<file path="src/rtl/jtag_scan_chain_pkg.sv">
// jtag_pa: shared instruction codes, default IDCODE and chain-select type
// for the JTAG scan-register bank. No ports.
package jtag_pa;
    localparam int IR_W_DEFAULT = 4;
    localparam logic [IR_W_DEFAULT-1:0] IR_BYPASS = '1;
    localparam logic [IR_W_DEFAULT-1:0] IR_IDCODE = 4'h1;
    localparam logic [IR_W_DEFAULT-1:0] IR_USER = 4'h2;
    localparam logic [31:0] IDCODE_DEFAULT = 32'h1000_563D;
    typedef enum logic [1:0] {CHAIN_IR, CHAIN_BYPASS, CHAIN_IDCODE, CHAIN_USER} chain_e;
endpackage

</file>
<file path="src/rtl/jtag_captureShiftReg.sv">
// jtag_captureShiftReg: W-bit capture/shift stage.
// Ports: i_tclk, i_trst_n (async active-low), capture (parallel load of data),
// shift (one serial step with tdi), q (stage value), so (serial out bit).
module jtag_captureShiftReg #(
    parameter int W = 8,
    parameter bit LSB_FIRST = 1'b1
) (
    input  logic         i_tclk,
    input  logic         i_trst_n,
    input  logic         capture,
    input  logic         shift,
    input  logic         tdi,
    input  logic [W-1:0] data,
    output logic [W-1:0] q,
    output logic         so
);
    always_ff @(posedge i_tclk or negedge i_trst_n)
        if (!i_trst_n)
            q <= '0;
        else if (capture)
            q <= data;
        else if (shift)
            q <= LSB_FIRST ? {tdi, q[W-1:1]} : {q[W-2:0], tdi};

    assign so = LSB_FIRST ? q[0] : q[W-1];
endmodule

</file>
<file path="src/rtl/jtag_scan_chain.sv">
// jtag_scan_chain: JTAG IR + BYPASS/IDCODE/USER data registers between the
// TAP decodes and the TDI/TDO pins.
// Ports: i_tclk, i_trst_n (async active-low), i_tdi, o_tdo/o_tdoEn (negedge),
// i_stateIs* TAP state decodes, i_userDr (USER capture value),
// o_userDr/o_userDrUpdate (USER update value and strobe), o_ir (instruction).
module jtag_scan_chain
    import jtag_pa::*;
#(
    parameter int IR_W = 4,
    parameter int DR_W = 8,
    parameter logic [31:0] IDCODE = IDCODE_DEFAULT,
    parameter bit LSB_FIRST = 1'b1
) (
    input  logic            i_tclk,
    input  logic            i_trst_n,
    input  logic            i_tdi,
    output logic            o_tdo,
    output logic            o_tdoEn,
    input  logic            i_stateIsTestLogicReset,
    input  logic            i_stateIsCaptureDr,
    input  logic            i_stateIsShiftDr,
    input  logic            i_stateIsUpdateDr,
    input  logic            i_stateIsCaptureIr,
    input  logic            i_stateIsShiftIr,
    input  logic            i_stateIsUpdateIr,
    input  logic [DR_W-1:0] i_userDr,
    output logic [DR_W-1:0] o_userDr,
    output logic            o_userDrUpdate,
    output logic [IR_W-1:0] o_ir
);
    localparam logic [IR_W-1:0] CODE_BYPASS = {IR_W{IR_BYPASS[0]}};
    localparam logic [IR_W-1:0] CODE_IDCODE = IR_W'(IR_IDCODE);
    localparam logic [IR_W-1:0] CODE_USER = IR_W'(IR_USER);

    logic tlr, cap_ir, cap_dr, sh_ir, sh_dr, upd_ir, upd_dr, cap_any, sh_any;
    logic bypass_q, ir_so, id_so, user_so, tdo_next;
    logic [IR_W-1:0] ir_q;
    logic [31:0] id_q_unused;
    logic [DR_W-1:0] user_q;
    chain_e sel, active;

    // Resolve overlapping decodes: TLR > capture > shift > update
    assign tlr = i_stateIsTestLogicReset;
    assign cap_ir = !tlr && i_stateIsCaptureIr;
    assign cap_dr = !tlr && i_stateIsCaptureDr;
    assign cap_any = cap_ir || cap_dr;
    assign sh_ir = !tlr && !cap_any && i_stateIsShiftIr;
    assign sh_dr = !tlr && !cap_any && i_stateIsShiftDr;
    assign sh_any = sh_ir || sh_dr;
    assign upd_ir = !tlr && !cap_any && !sh_any && i_stateIsUpdateIr;
    assign upd_dr = !tlr && !cap_any && !sh_any && i_stateIsUpdateDr;

    // DR selection follows the committed instruction, not the IR shift stage
    always_comb begin
        sel = o_ir == CODE_BYPASS ? CHAIN_BYPASS :
              o_ir == CODE_IDCODE ? CHAIN_IDCODE :
              o_ir == CODE_USER   ? CHAIN_USER : CHAIN_BYPASS;
        active = sh_ir ? CHAIN_IR : sel;
        tdo_next = active == CHAIN_IR     ? ir_so :
                   active == CHAIN_IDCODE ? id_so :
                   active == CHAIN_USER   ? user_so : bypass_q;
    end

    jtag_captureShiftReg #(.W(IR_W), .LSB_FIRST(LSB_FIRST)) u_ir (
        .i_tclk(i_tclk), .i_trst_n(i_trst_n), .capture(cap_ir), .shift(sh_ir),
        .tdi(i_tdi), .data(IR_W'(2'b01)), .q(ir_q), .so(ir_so)
    );

    jtag_captureShiftReg #(.W(32), .LSB_FIRST(LSB_FIRST)) u_idcode (
        .i_tclk(i_tclk), .i_trst_n(i_trst_n),
        .capture(cap_dr && sel == CHAIN_IDCODE), .shift(sh_dr && sel == CHAIN_IDCODE),
        .tdi(i_tdi), .data(IDCODE), .q(id_q_unused), .so(id_so)
    );

    jtag_captureShiftReg #(.W(DR_W), .LSB_FIRST(LSB_FIRST)) u_user (
        .i_tclk(i_tclk), .i_trst_n(i_trst_n),
        .capture(cap_dr && sel == CHAIN_USER), .shift(sh_dr && sel == CHAIN_USER),
        .tdi(i_tdi), .data(i_userDr), .q(user_q), .so(user_so)
    );

    always_ff @(posedge i_tclk or negedge i_trst_n)
        if (!i_trst_n)
            bypass_q <= 1'b0;
        else if (cap_dr && sel == CHAIN_BYPASS)
            bypass_q <= 1'b0;
        else if (sh_dr && sel == CHAIN_BYPASS)
            bypass_q <= i_tdi;

    always_ff @(posedge i_tclk or negedge i_trst_n)
        if (!i_trst_n) begin
            o_ir <= CODE_IDCODE;
            o_userDr <= '0;
            o_userDrUpdate <= 1'b0;
        end else begin
            o_userDrUpdate <= upd_dr && sel == CHAIN_USER;
            if (tlr)
                o_ir <= CODE_IDCODE;
            else if (upd_ir)
                o_ir <= ir_q;
            if (upd_dr && sel == CHAIN_USER)
                o_userDr <= user_q;
        end

    // TDO launches on the falling edge so the pin is stable at the next rising edge
    always_ff @(negedge i_tclk or negedge i_trst_n)
        if (!i_trst_n) begin
            o_tdo <= 1'b0;
            o_tdoEn <= 1'b0;
        end else begin
            o_tdoEn <= sh_any;
            if (sh_any)
                o_tdo <= tdo_next;
        end
endmodule

</file>
<file path="config.mk">
export PLATFORM = sky130hd
export DESIGN_NAME = jtag_scan_chain
export DESIGN_NICKNAME = d
export VERILOG_FILES = /design/src/rtl/jtag_scan_chain_pkg.sv /design/src/rtl/jtag_captureShiftReg.sv /design/src/rtl/jtag_scan_chain.sv
export SDC_FILE = /design/constraint.sdc
export NUM_CORES = 1
export LEC_CHECK = 0
export CAP_MARGIN = 20
export CORE_UTILIZATION = 30
export DETAILED_ROUTE_END_ITERATION = 10
export GPL_TIMING_DRIVEN = 1
export PLACE_DENSITY = 0.57
export SLEW_MARGIN = 10
export SYNTH_ARGS = -nofsm -noshare
export SYNTH_HDL_FRONTEND = slang
export SYNTH_HIERARCHICAL = 1
export SYNTH_SLANG_ARGS = --single-unit
</file>
<file path="constraint.sdc">
create_clock -name i_tclk -period 2.2 [get_ports i_tclk]
set_clock_uncertainty 0.15 [all_clocks]
set_input_delay 0.22 -clock i_tclk [delete_from_list [all_inputs] [get_ports i_tclk]]
set_output_delay 0.22 -clock i_tclk [all_outputs]
set_load 0.02 [all_outputs]
</file>
==> results.py <==
metrics = {
    "final_layout": {
        "stdcell_count": 481,
        "postLayoutCoreUtil": 0.4109,
        "fillers": 949,
        "nets": 365,
        "final_cell_mix": "dfrtp_1 (57), nand2_1 (45), mux2i_1 (44), o21ai_1 (41), conb_1 (36)",
        "final_layout_size_suffix_gt1_frac": 0.1875,
        "regArea_um2": 1503,
        "syn_to_final_growth_pct": 32.05,
        "multi_input_area_um2": 1363,
        "design_area_um2": 3815,
        "layout_commonest_cell": "dfrtp_1",
        "antenna_cells": 0,
    },
    "pwr": {
        "power.leakage_nw": 1.665,
        "switching_share": 0.2754,
        "combPwrFrac": 0.128,
        "intPower_mw": 1.932,
        "p_clk_frac": 0.380,
        "power_density_nw_per_um2": 699.0,
        "switchingPower_mw": 0.7344,
        "ir_drop_mv": 0.3509,
        "total_power_mw": 2.667,
        "p_seq_frac": 0.492,
    },
    "timing": {
        "drv_slew": 0,
        "hold_slack_ns": 0.1259,
        "slew-limit-headroom": 0.5657,
        "finalSetupViolCount": 3,
        "rsz0062_at_grt": "true",
        "hold_viol": 0,
        "setup_ws_ns": -0.2901,
        "setup_tns_ns": -0.5785,
        "worst_pin_slew_ns": 0.6514,
    },
    "run_status": {
        "violations": "setup timing",
        "run_status": "finished, violations left",
    },
    "setup_path": {
        "crit_buf_inv": 0,
        "regToRegSetupSlack_ns": -0.29,
        "worstSetupStartpointType": "flop",
        "cp_slowest_cell": "dfstp_2",
        "crit_family": "flip-flops",
        "path_class": "flop to flop",
        "worst-path-max-fanout": 3,
        "max_stage_delay_ns": 0.57,
        "path_depth": 4,
        "ff2ff_path_depth": 4,
        "worstPathRequired_ns": 1.12,
        "path_cells": "nand2b_4 -> o22a_1 -> nor3_2 -> o41ai_2",
        "worst_ep_arrival_time_ns": 1.41,
        "end_kind": "flop",
    },
    "routing": {
        "dr.pass1.iters": 4,
        "ant_nets": 0,
        "wl_per_cell_um": 10.88,
        "vias_per_cell": 4.135,
        "dr_total_vias": 1989,
        "routed_wirelength_um": 5233,
        "drc": 0,
        "drtIter0Drc": 96,
    },
    "logic_synthesis": {
        "netlist_instances": 259,
        "syn_area_um2": 2889,
        "syn_area_per_cell_um2": 11.15,
        "yosysWarnings": 6,
    },
    "placement": {
        "gp_congestion": 0.7403,
        "place_inst": 462,
        "post-dp-hpwl_um": 3555,
        "port_buffers": 32,
        "place_ws_ns": -0.5934,
        "place_area_um2": 3586,
    },
    "grt": {
        "grt-ovfl-total": 0,
        "grt_use_met1": 0.1562,
        "use_met2": 0.1823,
        "grt_pass1_vias": 2048,
        "busiest_layer": "met2",
        "grt_start_max_net_pins": 65,
        "antenna_found_initial": 0,
        "grt_pass1_wl_um": 9335,
        "met3_usage": 0.04596,
        "track_usage": 0.1209,
    },
    "clocking": {
        "clockBufferDepth": 2,
        "path_clk_slew_ns": 0.08,
        "clk_latency_ns": 0.34,
        "cts_max_level": 3,
        "cts_buffers": 9,
        "root_buffer": "clkbuf_8",
        "cts_num_sinks": 60,
        "cts_tree": "done",
    },
    "floorplanning": {
        "die-area_um2": 10030,
        "start_util": 0.3112,
        "die_width_um": 100.1,
        "core.rowCount": 35,
        "die_y_um": 100.1,
        "pin_count": 33,
        "core_area_um2": 9284,
    },
    "flow_run": {
        "maxCapViolations": 0,
    },
    "min_path": {
        "hp-class": "input pin to async pin",
    },
}
[final timing paths]
kind / startpoint / endpoint
max: o_ir[0]$_DFFE_PN1P_ / o_tdo$_DFFE_NN0P_
min: i_trst_n / u_user/q[6]$_DFFE_PN0P_
max reg2reg: o_ir[0]$_DFFE_PN1P_ / o_tdo$_DFFE_NN0P_
min reg2reg: o_tdo$_DFFE_NN0P_ / o_tdo$_DFFE_NN0P_
max in group asynchronous: i_trst_n / o_tdoEn$_DFF_NN0_
min in group i_tclk: i_userDr[6] / u_user/q[6]$_DFFE_PN0P_
[power groups by stage]
stage          combinational, mW  sequential [mW]  clock [mW]
5_1_grt                    0.390             1.33        1.09
4_1_cts                    0.346             1.32        1.05
3_5_place_dp               0.343             1.33           0
2_1_floorplan              0.225             1.32           0
6_report                   0.341             1.31        1.01
3_3_place_gp               0.333             1.33           0
[repair_timing]
item,in CTS,in global routing
pin swaps,0,1
resized for setup,12,2
endpoints found under the setup margin,3,9
buffers inserted,1,1
hold buffers,1,0
endpoints found under the hold margin,6,0
[worst reg2reg max path, cell delays in order (launching register included)]
cell	delay (ns)
dfstp_2	0.57
nand2b_4	0.07
o22a_1	0.20
nor3_2	0.14
o41ai_2	0.09
[flip-flops by register name, summed over array words and instances, names as in the netlist, 4 cells and up]
signal      count
o_ir            4
u_idcode/q     32
u_ir/q          4
o_userDr        8
u_user/q        8
[routing by layer]
| metal | part of all wire | vias up |
|---|---|---|
| met5 | 0 | - |
| met4 | 0.017 | 0 |
| met3 | 0.043 | 10 |
| met2 | 0.45 | 30 |
| met1 | 0.49 | 917 |
| li1 | - | 1032 |
[layout make-up]
class / count / share of cell area
multi-input combinational: 210 / 0.3572
tap: 129 / 0.04231
sequential: 60 / 0.3939
clock inverter: 7 / 0.01968
timing repair buffer: 59 / 0.1476
inverter: 7 / 0.006888
clock buffer: 9 / 0.03247
Power figures use the tool's default switching activity.
